### src/rtl/cpu_control_fsm.sv
// cpu_control_fsm: multi-cycle control sequencer for the 10-bit datapath.
// Captures an instruction on EXEC in T0, then walks T1..T3 driving the
// register-file, ALU-latch, ALU-function and bus-select controls.
// All state and outputs update on the falling edge of CLKb; CLRb is an
// asynchronous active-low clear.
module cpu_control_fsm #(
  localparam int DW = 10
) (
  input  logic          CLKb,
  input  logic          CLRb,
  input  logic          EXEC,
  input  logic [DW-1:0] INSTR,
  output logic          ENW,
  output logic [1:0]    WRA,
  output logic          ENR0,
  output logic [1:0]    RDA0,
  output logic          ENR1,
  output logic [1:0]    RDA1,
  output logic [1:0]    BusSel,
  output logic          LdA,
  output logic          LdG,
  output logic [3:0]    ALUcont,
  output logic          Busy,
  output logic          Done
);

  typedef enum logic [1:0] {T0, T1, T2, T3} state_t;

  typedef struct packed {
    logic       enw;
    logic [1:0] wra;
    logic       enr0;
    logic [1:0] rda0;
    logic       enr1;
    logic [1:0] rda1;
    logic [1:0] bussel;
    logic       lda;
    logic       ldg;
    logic [3:0] aluc;
    logic       busy;
    logic       done;
  } ctl_t;

  state_t        state, nstate;
  logic [DW-1:0] ir, nir;
  ctl_t          ctl;

  // Opcodes 0010..1000 go through the ALU path (T1 -> T2 -> T3).
  function automatic logic is_alu(input logic [3:0] opc);
    return (opc >= 4'd2) && (opc <= 4'd8);
  endfunction

  // ALU ops that read a second operand from Ry.
  function automatic logic is_two_op(input logic [3:0] opc);
    return (opc == 4'd2) || (opc == 4'd3) || (opc == 4'd6) ||
           (opc == 4'd7) || (opc == 4'd8);
  endfunction

  // Moore control word for a given state and instruction.
  function automatic ctl_t decode(input state_t st, input logic [3:0] opc,
                                  input logic [1:0] rx, input logic [1:0] ry);
    ctl_t c;
    c = '0;
    case (st)
      T1: begin
        c.busy = 1'b1;
        if (opc == 4'd0) begin
          c.bussel = 2'b01;
          c.enw    = 1'b1;
          c.wra    = rx;
          c.done   = 1'b1;
        end else if (opc == 4'd1) begin
          c.enr0   = 1'b1;
          c.rda0   = ry;
          c.bussel = 2'b10;
          c.enw    = 1'b1;
          c.wra    = rx;
          c.done   = 1'b1;
        end else if (is_alu(opc)) begin
          c.enr0   = 1'b1;
          c.rda0   = rx;
          c.bussel = 2'b10;
          c.lda    = 1'b1;
        end else begin
          c.done   = 1'b1;
        end
      end
      T2: begin
        c.busy = 1'b1;
        c.aluc = opc;
        c.ldg  = 1'b1;
        if (is_two_op(opc)) begin
          c.enr1 = 1'b1;
          c.rda1 = ry;
        end
      end
      T3: begin
        c.busy   = 1'b1;
        c.bussel = 2'b11;
        c.enw    = 1'b1;
        c.wra    = rx;
        c.done   = 1'b1;
      end
      default: c = '0;
    endcase
    return c;
  endfunction

  // Next state and next IR; IR only reloads on the edge leaving T0 with EXEC.
  always_comb begin
    nstate = state;
    nir    = ir;
    case (state)
      T0: begin
        if (EXEC) begin
          nstate = T1;
          nir    = INSTR;
        end
      end
      T1:      nstate = is_alu(ir[9:6]) ? T2 : T0;
      T2:      nstate = T3;
      T3:      nstate = T0;
      default: nstate = T0;
    endcase
  end

  // State, IR and registered outputs; outputs are decoded from the next
  // state/IR so they are valid for the whole cycle of the state they describe.
  always_ff @(negedge CLKb or negedge CLRb) begin
    if (!CLRb) begin
      state <= T0;
      ir    <= '0;
      ctl   <= '0;
    end else begin
      state <= nstate;
      ir    <= nir;
      ctl   <= decode(nstate, nir[9:6], nir[5:4], nir[3:2]);
    end
  end

  logic unused_ir_bits;
  assign unused_ir_bits = ^ir[1:0];

  assign ENW     = ctl.enw;
  assign WRA     = ctl.wra;
  assign ENR0    = ctl.enr0;
  assign RDA0    = ctl.rda0;
  assign ENR1    = ctl.enr1;
  assign RDA1    = ctl.rda1;
  assign BusSel  = ctl.bussel;
  assign LdA     = ctl.lda;
  assign LdG     = ctl.ldg;
  assign ALUcont = ctl.aluc;
  assign Busy    = ctl.busy;
  assign Done    = ctl.done;

endmodule

### config.mk
export PLATFORM = sky130hd
export DESIGN_NAME = cpu_control_fsm
export DESIGN_NICKNAME = d
export VERILOG_FILES = /design/src/rtl/cpu_control_fsm.sv
export SDC_FILE = /design/constraint.sdc
export NUM_CORES = 1
export LEC_CHECK = 0
export CORE_MARGIN = 1.5
export CORE_UTILIZATION = 50
export DETAILED_ROUTE_END_ITERATION = 12
export PLACE_DENSITY_LB_ADDON = 0.05
export REMOVE_ABC_BUFFERS = 1
export SYNTH_ARGS = -nofsm -noshare
export SYNTH_HDL_FRONTEND = slang
export SYNTH_SLANG_ARGS = --single-unit
### constraint.sdc
create_clock -name CLKb -period 2.5 [get_ports CLKb]
set_input_delay 0.5 -clock CLKb [delete_from_list [all_inputs] [get_ports CLKb]]
set_output_delay 0.5 -clock CLKb [all_outputs]
set_load 0.1 [all_outputs]
; ---- Word level (Yosys, flattened, before mapping)
; Cells that the tools add are included.
[word_totals]
register_bits = 31
wordCells = 68
out_inout_bits = 19
in_bits = 13
[classes]
order_cmp = 4
reduce_logical = 10
n_mux = 27
n_eq_ne = 12
[ops]
columns = operator, n
row1 = 3-bit 2-to-1 mux, 9
row2 = 10-bit 2-to-1 mux, 2
row3 = 2-bit equality test (second input constant), 4
row4 = 4-bit by 2-bit equality test with 1-bit output (second input constant), 2
row5 = 4-bit by 3-bit equality test with 1-bit output (second input constant), 2
row6 = 4-bit by 2-bit greater-or-equal comparator with 1-bit output (second input constant), 2
row7 = 4-bit <= comparator (second input constant), 2
row8 = 2-bit 2-to-1 mux, 4
row9 = 2-bit case mux with 4 select lines, 1
row10 = 1-bit 2-to-1 mux, 7
row11 = 3-bit case mux with 2 select lines, 1
row12 = 5-bit 2-to-1 mux, 1
row13 = 2-bit by 1-bit equality test with 1-bit output (second input constant), 2
row14 = 4-bit by 1-bit equality test with 1-bit output (second input constant), 1
row15 = 4-bit equality test (second input constant), 1
row16 = 4-bit zero test, 1
row17 = 1-bit logical OR, 4
row18 = 2-bit case mux with 2 select lines, 1
row19 = 3-bit OR reduction, 1
row20 = 1-bit logical AND, 2
row21 = 2-bit zero test, 1
row22 = 1-bit case mux with 2 select lines, 1
row23 = 2-bit AND reduction, 1

; ---- Longest topological paths before layout
; Gate-level depths: netlist (run 1).
[logic_depth]
ltp_word = 9
depth_mapped = 4
ltp_nobuf = 3

==> results.sh, run 1 <==
export IMPL_outcome="complete, but fails checks"
export IMPL_violations="setup timing"
export IMPL_track_usage_pct=28.6
export IMPL_area_growth_pct=70.1
export IMPL_cp_cell_sequence="buf_12"
export IMPL_vdd_drop_max_v=0.00129
export IMPL_holdPathEnd="ir[3]$_DFF_NN0_"
export IMPL_grt_pass1_wl_um=5240
export IMPL_wl_per_cell_um=23.5
export IMPL_vias=1079
export IMPL_power_mw=2.57
export IMPL_yosys_area_share_adder_pct=0
export IMPL_async_reset_ff_share_pct=100
export IMPL_routed_wirelength_um=4210
export IMPL_final_antenna_net_count=0
export IMPL_critPathBufInv=1
export IMPL_startpoint_type="register"
export IMPL_die_w_um=51.9
export IMPL_cts_tree="yes"
export IMPL_numCtsBuffers=5
export IMPL_yosysWarnings=0
export IMPL_synth_area_leaders="dfrtn_1 61%, nand2_1 4.4%, nor2b_1 4.2%"
export IMPL_avgSynthCellArea_um2=11.8
export IMPL_max_stage_delay_ns=0.48
export IMPL_grt_max_degree=30
export IMPL_setup_violations=23
export IMPL_path_depth=1
export IMPL_drc=0
export IMPL_fp_dieH_um=51.9
export IMPL_initial_utilization_pct=53.5
export IMPL_path_class="reg -> out"
export IMPL_num_io_pins=32
export IMPL_path_clk_slew_ns=0.07
export IMPL_hp_class="reg -> reg"
export IMPL_critPathSlowestCell="dfrtn_1"
export IMPL_yosysMostFrequentCell="dfrtn_1"
export IMPL_power_density_nw_per_um2=1270
export IMPL_h_tree_depth=2
export IMPL_yosys_area_share_simple_pct=21.3
export IMPL_die_area_um2=2690
export IMPL_crit_fanout=1
export IMPL_synth_mux_area_share_pct=3.77
export IMPL_cts_sinks=29
export IMPL_rows=17
export IMPL_clk_latency_ns=0.32
export IMPL_hold_depth=2
export IMPL_design_area_um2=2030
export IMPL_core_um2=2230
export IMPL_routabilityCongestion=0.846
export IMPL_hold_viol=0
export IMPL_ys_seq_area_share_pct=60.7
export IMPL_port_buffer_count=29
export IMPL_synth_compound_area_share_pct=11.7
export IMPL_worst_r2r_setup_slack_ns=0.40
export IMPL_synth_distinct_cells=31
export IMPL_drive_above_1_share_pct=47.0
export IMPL_hp_start="ir[3]$_DFF_NN0_"
export IMPL_worst_slack_ns=-0.246
export IMPL_synth_ff_type="dfrtn_1"
export IMPL_clock_root_buffer="clkbuf_4"
export IMPL_placed_area_um2=1800
export IMPL_grt_pass1_vias=1046
export IMPL_grt_setup_unrepaired="yes"
export IMPL_dp_cells=168
export IMPL_hpwl_um=2180
export IMPL_p_leak_nw=0.923
export IMPL_nNetsFinal=164
export IMPL_antenna_found_initial=0
export IMPL_synth_area_um2=1190
export IMPL_synth_xor_area_share_pct=0.733
export IMPL_maxCapViolations=0
export IMPL_vias_per_cell=6.03
export IMPL_fin_tns_setup_ns=-4.04
export IMPL_end_kind="output port"
export IMPL_worst_endpoint_arrival_ns=2.25
export IMPL_slew_viol_final=0
export IMPL_instances_no_fill=179
export IMPL_synthTopCellsByCount="29 x dfrtn_1, 14 x nand2_1, 8 x nor2b_1, 5 x nor3_1"
export IMPL_fin_skew_ns=0.00404
export IMPL_drtIter0Drc=37
export IMPL_worst_slew_pin_slew_ns=1.12
export IMPL_synth_top_family_by_area="simple AND/OR/NAND/NOR gates"
export IMPL_crit_required_ns=2.00
export IMPL_antenna_cells=0
export IMPL_grt_overflow_total=0
export IMPL_clk_path_buf_depth=2
export IMPL_yosys_area_top_type_share_pct=60.7
export IMPL_yosys_register_bits=29
export IMPL_synth_largest_area_cell="dfrtn_1"
export IMPL_regToRegEndpoint="Busy$_DFF_NN0_"
export IMPL_synth_edff_count=0
export IMPL_cp_top_family="flip-flops"
export IMPL_maxSlewHeadroom_pct=24.6
export IMPL_syn_inst=101
export IMPL_r2r_start="ir[9]$_DFF_NN0_"
export IMPL_firstDrtPassIters=4
export IMPL_ff2ff_path_depth=3
-- worst register-to-register path, cell delays in order (launching register included) --
cell     delay [ns]
dfrtn_1        0.46
o21ba_2        0.18
o21ai_1        0.86
o21ai_0        0.34
-- worst max path at each step --
stage | from | endpoint | slack, ns
after floorplan | EXEC | ALUcont[0]$_DFF_NN0_ | -0.45
after global placement | EXEC | ALUcont[3]$_DFF_NN0_ | -0.71
after detailed placement | EXEC | ALUcont[0]$_DFF_NN0_ | -0.73
after CTS | ENW$_DFF_NN0_ | ENW | -0.22
after global routing | ALUcont[1]$_DFF_NN0_ | ALUcont[1] | -0.26
final | ALUcont[1]$_DFF_NN0_ | ALUcont[1] | -0.25
-- logic make-up after synthesis --
group | after synthesis
buf+inv | 4
flops | 29
mux | 4
xor+xnor | 1
compound gates | 20
simple gates | 43
-- layout by cell type (no fill, tap or decap), types with 4 or more instances in the layout --
master	n
mux2_4	4
nand2_1	14
buf_12	20
buf_6	7
nor2b_1	5
buf_4	10
o211ai_1	4
clkbuf_4	5
dfrtn_1	29
clkdlybuf4s50_1	5
nor2_1	4
-- per-stage QoR --
step                hold WS [ns]  setup WS (ns)  util [%]
global route               0.473         -0.257      91.0
finish                     0.458         -0.246      91.0
floorplan                  0.407         -0.450         -
global placement           0.425         -0.705      80.7
detailed placement         0.423         -0.735      80.7
CTS                        0.425         -0.221      86.9
-- state kept, by name, summed over array words and instances (netlist names), 2 cells and up --
name,count
ALUcont,4
RDA0,2
BusSel,2
ir,8
WRA,2
RDA1,2
state,2
-- power by group --
| group | switching, mW | leakage, nW | internal, mW | total, mW |
|---|---|---|---|---|
| clock network | 0.169 | 0.0314 | 0.133 | 0.302 |
| registers | 0.169 | 0.377 | 0.637 | 0.806 |
| logic | 0.896 | 0.515 | 0.571 | 1.47 |
| total | 1.23 | 0.923 | 1.34 | 2.57 |
-- cell type report --
type / instances / area [um2]
Fill cell: 81 / 201
Multi-Input combinational cell: 68 / 578
Sequential cell: 29 / 726
Timing Repair Buffer: 46 / 634
Clock buffer: 7 / 55.1
Inverter: 1 / 3.75
Tap cell: 28 / 35.0
-- layer usage --
| layer | share of wire, % | global-route usage (%) | vias to the layer above |
|---|---|---|---|
| met5 | 0 | 0 | - |
| met4 | 2.1 | 11.0 | 0 |
| met3 | 6.5 | 8.05 | 10 |
| met2 | 53 | 48.7 | 63 |
| met1 | 38 | 34.0 | 550 |
| li1 | - | - | 456 |
-- timing repair --
action	CTS	global route
endpoints found under the setup margin	44	29
pin swaps	4	4
hold buffers	0	0
buffers inserted	2	3
cloned	0	0
gates resized for setup	36	18
(Power assumes the default switching activity.)
==> run 2, diff against run 1 <==
PLACE_DENSITY = 0.82   (was not set)
PLACE_DENSITY_LB_ADDON = not set   (was 0.05)
SLEW_MARGIN = 20   (was not set)
==> run 2 against run 1 <==
  * The run still ends with setup timing left
  * Flip-flop and latch count is the same
  * Combinational power shrank 5%
  * Hold slack lost 0.031 ns
  * Worst setup slack gained 0.0077 ns
  * Routed wire length shrank 17%
  * Global-route usage shrank 0.098 points
  * Clock power grew 9.3%
  * Non-clock buffer count shrank 4
  * Critical path type unchanged
  * Critical endpoint is now ALUcont[3]
  * Largest cell class unchanged
==> results.sh, run 2 (same netlist as run 1, synthesis figures left out) <==
export IMPL_outcome="complete, but fails checks"
export IMPL_cp_top_family="flip-flops"
export IMPL_crit_required_ns=2.00
export IMPL_slew_viol_final=0
export IMPL_grt_pass1_wl_um=5090
export IMPL_grt_pass1_vias=1003
export IMPL_drive_above_1_share_pct=42.6
export IMPL_power_mw=2.51
export IMPL_path_clk_slew_ns=0.07
export IMPL_r2r_start="ir[9]$_DFF_NN0_"
export IMPL_h_tree_depth=2
export IMPL_vias=1048
export IMPL_fin_skew_ns=0.00913
export IMPL_numCtsBuffers=5
export IMPL_worst_slack_ns=-0.238
export IMPL_clock_root_buffer="clkbuf_4"
export IMPL_port_buffer_count=29
export IMPL_utilization_pct=87.1
export IMPL_critPathBufInv=1
export IMPL_dp_cells=167
export IMPL_cts_hold_buf=0
export IMPL_wl_per_cell_um=19.8
export IMPL_grt_busiest_layer="met2"
export IMPL_path_class="reg -> out"
export IMPL_timing_hold_ws_ns=0.428
export IMPL_initial_utilization_pct=53.5
export IMPL_ff2ff_path_depth=3
export IMPL_hpwl_um=1940
export IMPL_place_ws_ns=-0.730
export IMPL_cts_tree="yes"
export IMPL_num_io_pins=32
export IMPL_hp_class="reg -> reg"
export IMPL_instances_no_fill=176
export IMPL_largest_reg_flops=8
export IMPL_maxSlewHeadroom_pct=40.4
export IMPL_design_area_um2=1950
export IMPL_nNetsFinal=160
export IMPL_met3_usage_pct=9.77
export IMPL_path_depth=1
export IMPL_die_area_um2=2690
export IMPL_end_kind="output port"
export IMPL_final_antenna_net_count=0
export IMPL_drc=0
export IMPL_grt_use_met1_pct=33.1
export IMPL_routabilityCongestion=0.806
export IMPL_max_stage_delay_ns=0.47
export IMPL_placed_area_um2=1800
export IMPL_worst_slew_pin_slew_ns=0.887
export IMPL_grt_max_degree=30
export IMPL_antenna_found_initial=0
export IMPL_hold_viol=0
export IMPL_worstSetupEndpoint="ALUcont[3]"
export IMPL_clk_path_buf_depth=2
export IMPL_track_usage_pct=28.5
export IMPL_crit_path_start="ALUcont[3]$_DFF_NN0_"
export IMPL_area_growth_pct=62.8
export IMPL_regToRegEndpoint="Busy$_DFF_NN0_"
export IMPL_routed_wirelength_um=3490
export IMPL_grt_overflow_total=0
export IMPL_setup_violations=20
export IMPL_use_met2_pct=45.6
export IMPL_vdd_drop_max_v=0.000984
export IMPL_rows=17
export IMPL_critPathSlowestCell="dfrtn_1"
export IMPL_violations="setup timing"
export IMPL_cp_cell_sequence="buf_12"
export IMPL_final_common_cell="dfrtn_1"
export IMPL_maxCapViolations=0
export IMPL_antenna_cells=0
export IMPL_clk_latency_ns=0.33
export IMPL_core_um2=2230
export IMPL_cts_sinks=29
export IMPL_die_w_um=51.9
export IMPL_firstDrtPassIters=4
export IMPL_p_leak_nw=0.889
export IMPL_worst_r2r_setup_slack_ns=0.74
export IMPL_worst_endpoint_arrival_ns=2.24
export IMPL_crit_fanout=1
export IMPL_grt_setup_unrepaired="yes"
export IMPL_startpoint_type="register"
export IMPL_nFillCells=94
export IMPL_fp_dieH_um=51.9
export IMPL_final_cell_mix="29 x dfrtn_1, 20 x buf_12, 14 x nand2_1"
export IMPL_vias_per_cell=5.95
export IMPL_drtIter0Drc=62
export IMPL_fin_tns_setup_ns=-3.97
export IMPL_power_density_nw_per_um2=1290
export IMPL_top_register="ir"
run 2: cell types whose count changed in the layout (fill, tap and decap cells not counted), sizes merged:
cell / change
clkinv: +1
buf: -4
clkbuf: -1
clkdlybuf4s15: +1
run 2: metal layers:
metal / share of wire [%] / vias to the layer above
met2: 52 / 69
met1: 37 / 516
li1: - / 449
met4: 3.3 / 0
met3: 7.2 / 14
met5: 0 / -
run 2: power breakdown:
group	leakage [nW]	internal [mW]	switching, mW
logic	0.470	0.533	0.853
registers	0.377	0.637	0.162
clock network	0.0413	0.163	0.168
run 2: how the worst min path moves through the flow:
stage / start / to / slack (ns) / depth (start not counted)
after floorplan: ir[2]$_DFF_NN0_ / ir[2]$_DFF_NN0_ / 0.41 / 2
after global placement: ir[5]$_DFF_NN0_ / ir[5]$_DFF_NN0_ / 0.42 / 2
after detailed placement: ir[2]$_DFF_NN0_ / ir[2]$_DFF_NN0_ / 0.43 / 2
after CTS: ir[2]$_DFF_NN0_ / ir[2]$_DFF_NN0_ / 0.43 / 2
after global routing: ir[2]$_DFF_NN0_ / ir[2]$_DFF_NN0_ / 0.44 / 2
final: ir[2]$_DFF_NN0_ / ir[2]$_DFF_NN0_ / 0.43 / 2
run 2: what timing repair did:
| action | CTS | global route |
|---|---|---|
| gates resized for setup | 31 | 6 |
| hold endpoints to repair | 0 | 0 |
| cloned | 0 | 0 |
| buffers inserted | 1 | 1 |
| pin swaps | 4 | 2 |
| endpoints found under the setup margin | 44 | 26 |
run 2: final cells by class:
| cell class | instances | area [um2] | area share (%) |
|---|---|---|---|
| multi-input combinational | 68 | 523 | 26.9 |
| timing repair buffer | 42 | 588 | 30.2 |
| clock buffer | 7 | 65.1 | 3.34 |
| inverter | 1 | 3.75 | 0.193 |
| tap | 28 | 35.0 | 1.80 |
| sequential | 29 | 726 | 37.3 |
| clock inverter | 1 | 5.00 | 0.257 |
==> patch (config.mk and constraints of run 2) <==
Re-encode `state_t` (4 states) as Gray code, 2 bits wide.
--- a/src/rtl/cpu_control_fsm.sv
+++ b/src/rtl/cpu_control_fsm.sv
@@ -25,5 +25,5 @@
 );
 
-  typedef enum logic [1:0] {T0, T1, T2, T3} state_t;
+  typedef enum logic [1:0] {T0 = 2'b00, T1 = 2'b01, T2 = 2'b11, T3 = 2'b10} state_t;
 
   typedef struct packed {
Behaviour: same outputs for any inputs over 10 cycles, from zero or initial values; not proved beyond that.
==> patch against run 2 <==
  * The run now fails in global routing (5_1_grt)
  * Area after synthesis up 3.5%
  * Synthesized cell count down 0.99%
==> patch: results (changes against run 2) <==
metric,value,unit,change
status,aborted with a tool error,,
lastStage,global routing (5_1_grt),,
stop_error,"[ERROR DPL-0038] Utilization greater than 100%, impossible to legalize",,
io_buffers,29,,unchanged
placed_area,1880,µm²,+4.7%
dieWidth,52.7,µm,+1.6%
async_flop_share,100,%,unchanged
synthTopCellsByCount,"dfrtn_1 (29), inv_1 (10), nor2_1 (9)",,
root_buffer,clkbuf_4,,
synthTopCellsByArea,"dfrtn_1 (59%), mux2_2 (4.6%), ha_1 (4.0%)",,
numCtsBuffers,5,,unchanged
htreeDepth,2,,unchanged
grt_worst_setup_endpoint,WRA[0]$_DFF_NN0_/D,,
finalWeightedCongestion,1.01,,+25%
synthDistinctLibCells,30,,-3.2%
cts.sinks,29,,unchanged
grt_max_degree,30,,
synth_seq_area_share,58.7,%,-2.0 points
synthFlopType,dfrtn_1,,
worstEndpointType,register input,,
hpwl,2.11,mm,+8.8%
place_ws,-1.09,ns,-0.362 ns
yosys_warnings,0,,unchanged
clockBufferDepth,2,,unchanged
patch: cell count changes after synthesis, moves of 5 or more:
cell	change
nor2_1	+5
nand2_1	-11
inv_1	+9
nor2b_1	-5
patch: per-stage QoR:
step           hold slack, ns  std cells
2_1_floorplan           0.426         99
3_3_place_gp            0.456        173
3_5_place_dp            0.468        173
4_1_cts                 0.469        185
patch: kinds of logic after synthesis:
logic type	after synthesis	synth area share [%]
fa+ha+maj	4	4.05
mux	10	9.01
simple gates	30	15.2
buf+inv	11	3.95
compound gates	15	8.40
xor+xnor	1	0.709
flops	29	58.7
patch: what timing repair did:
| action | in CTS |
|---|---|
| buffers inserted | 6 |
| cloned | 0 |
| pin swaps | 8 |
| endpoints found under the setup margin | 46 |
| resized for setup | 45 |
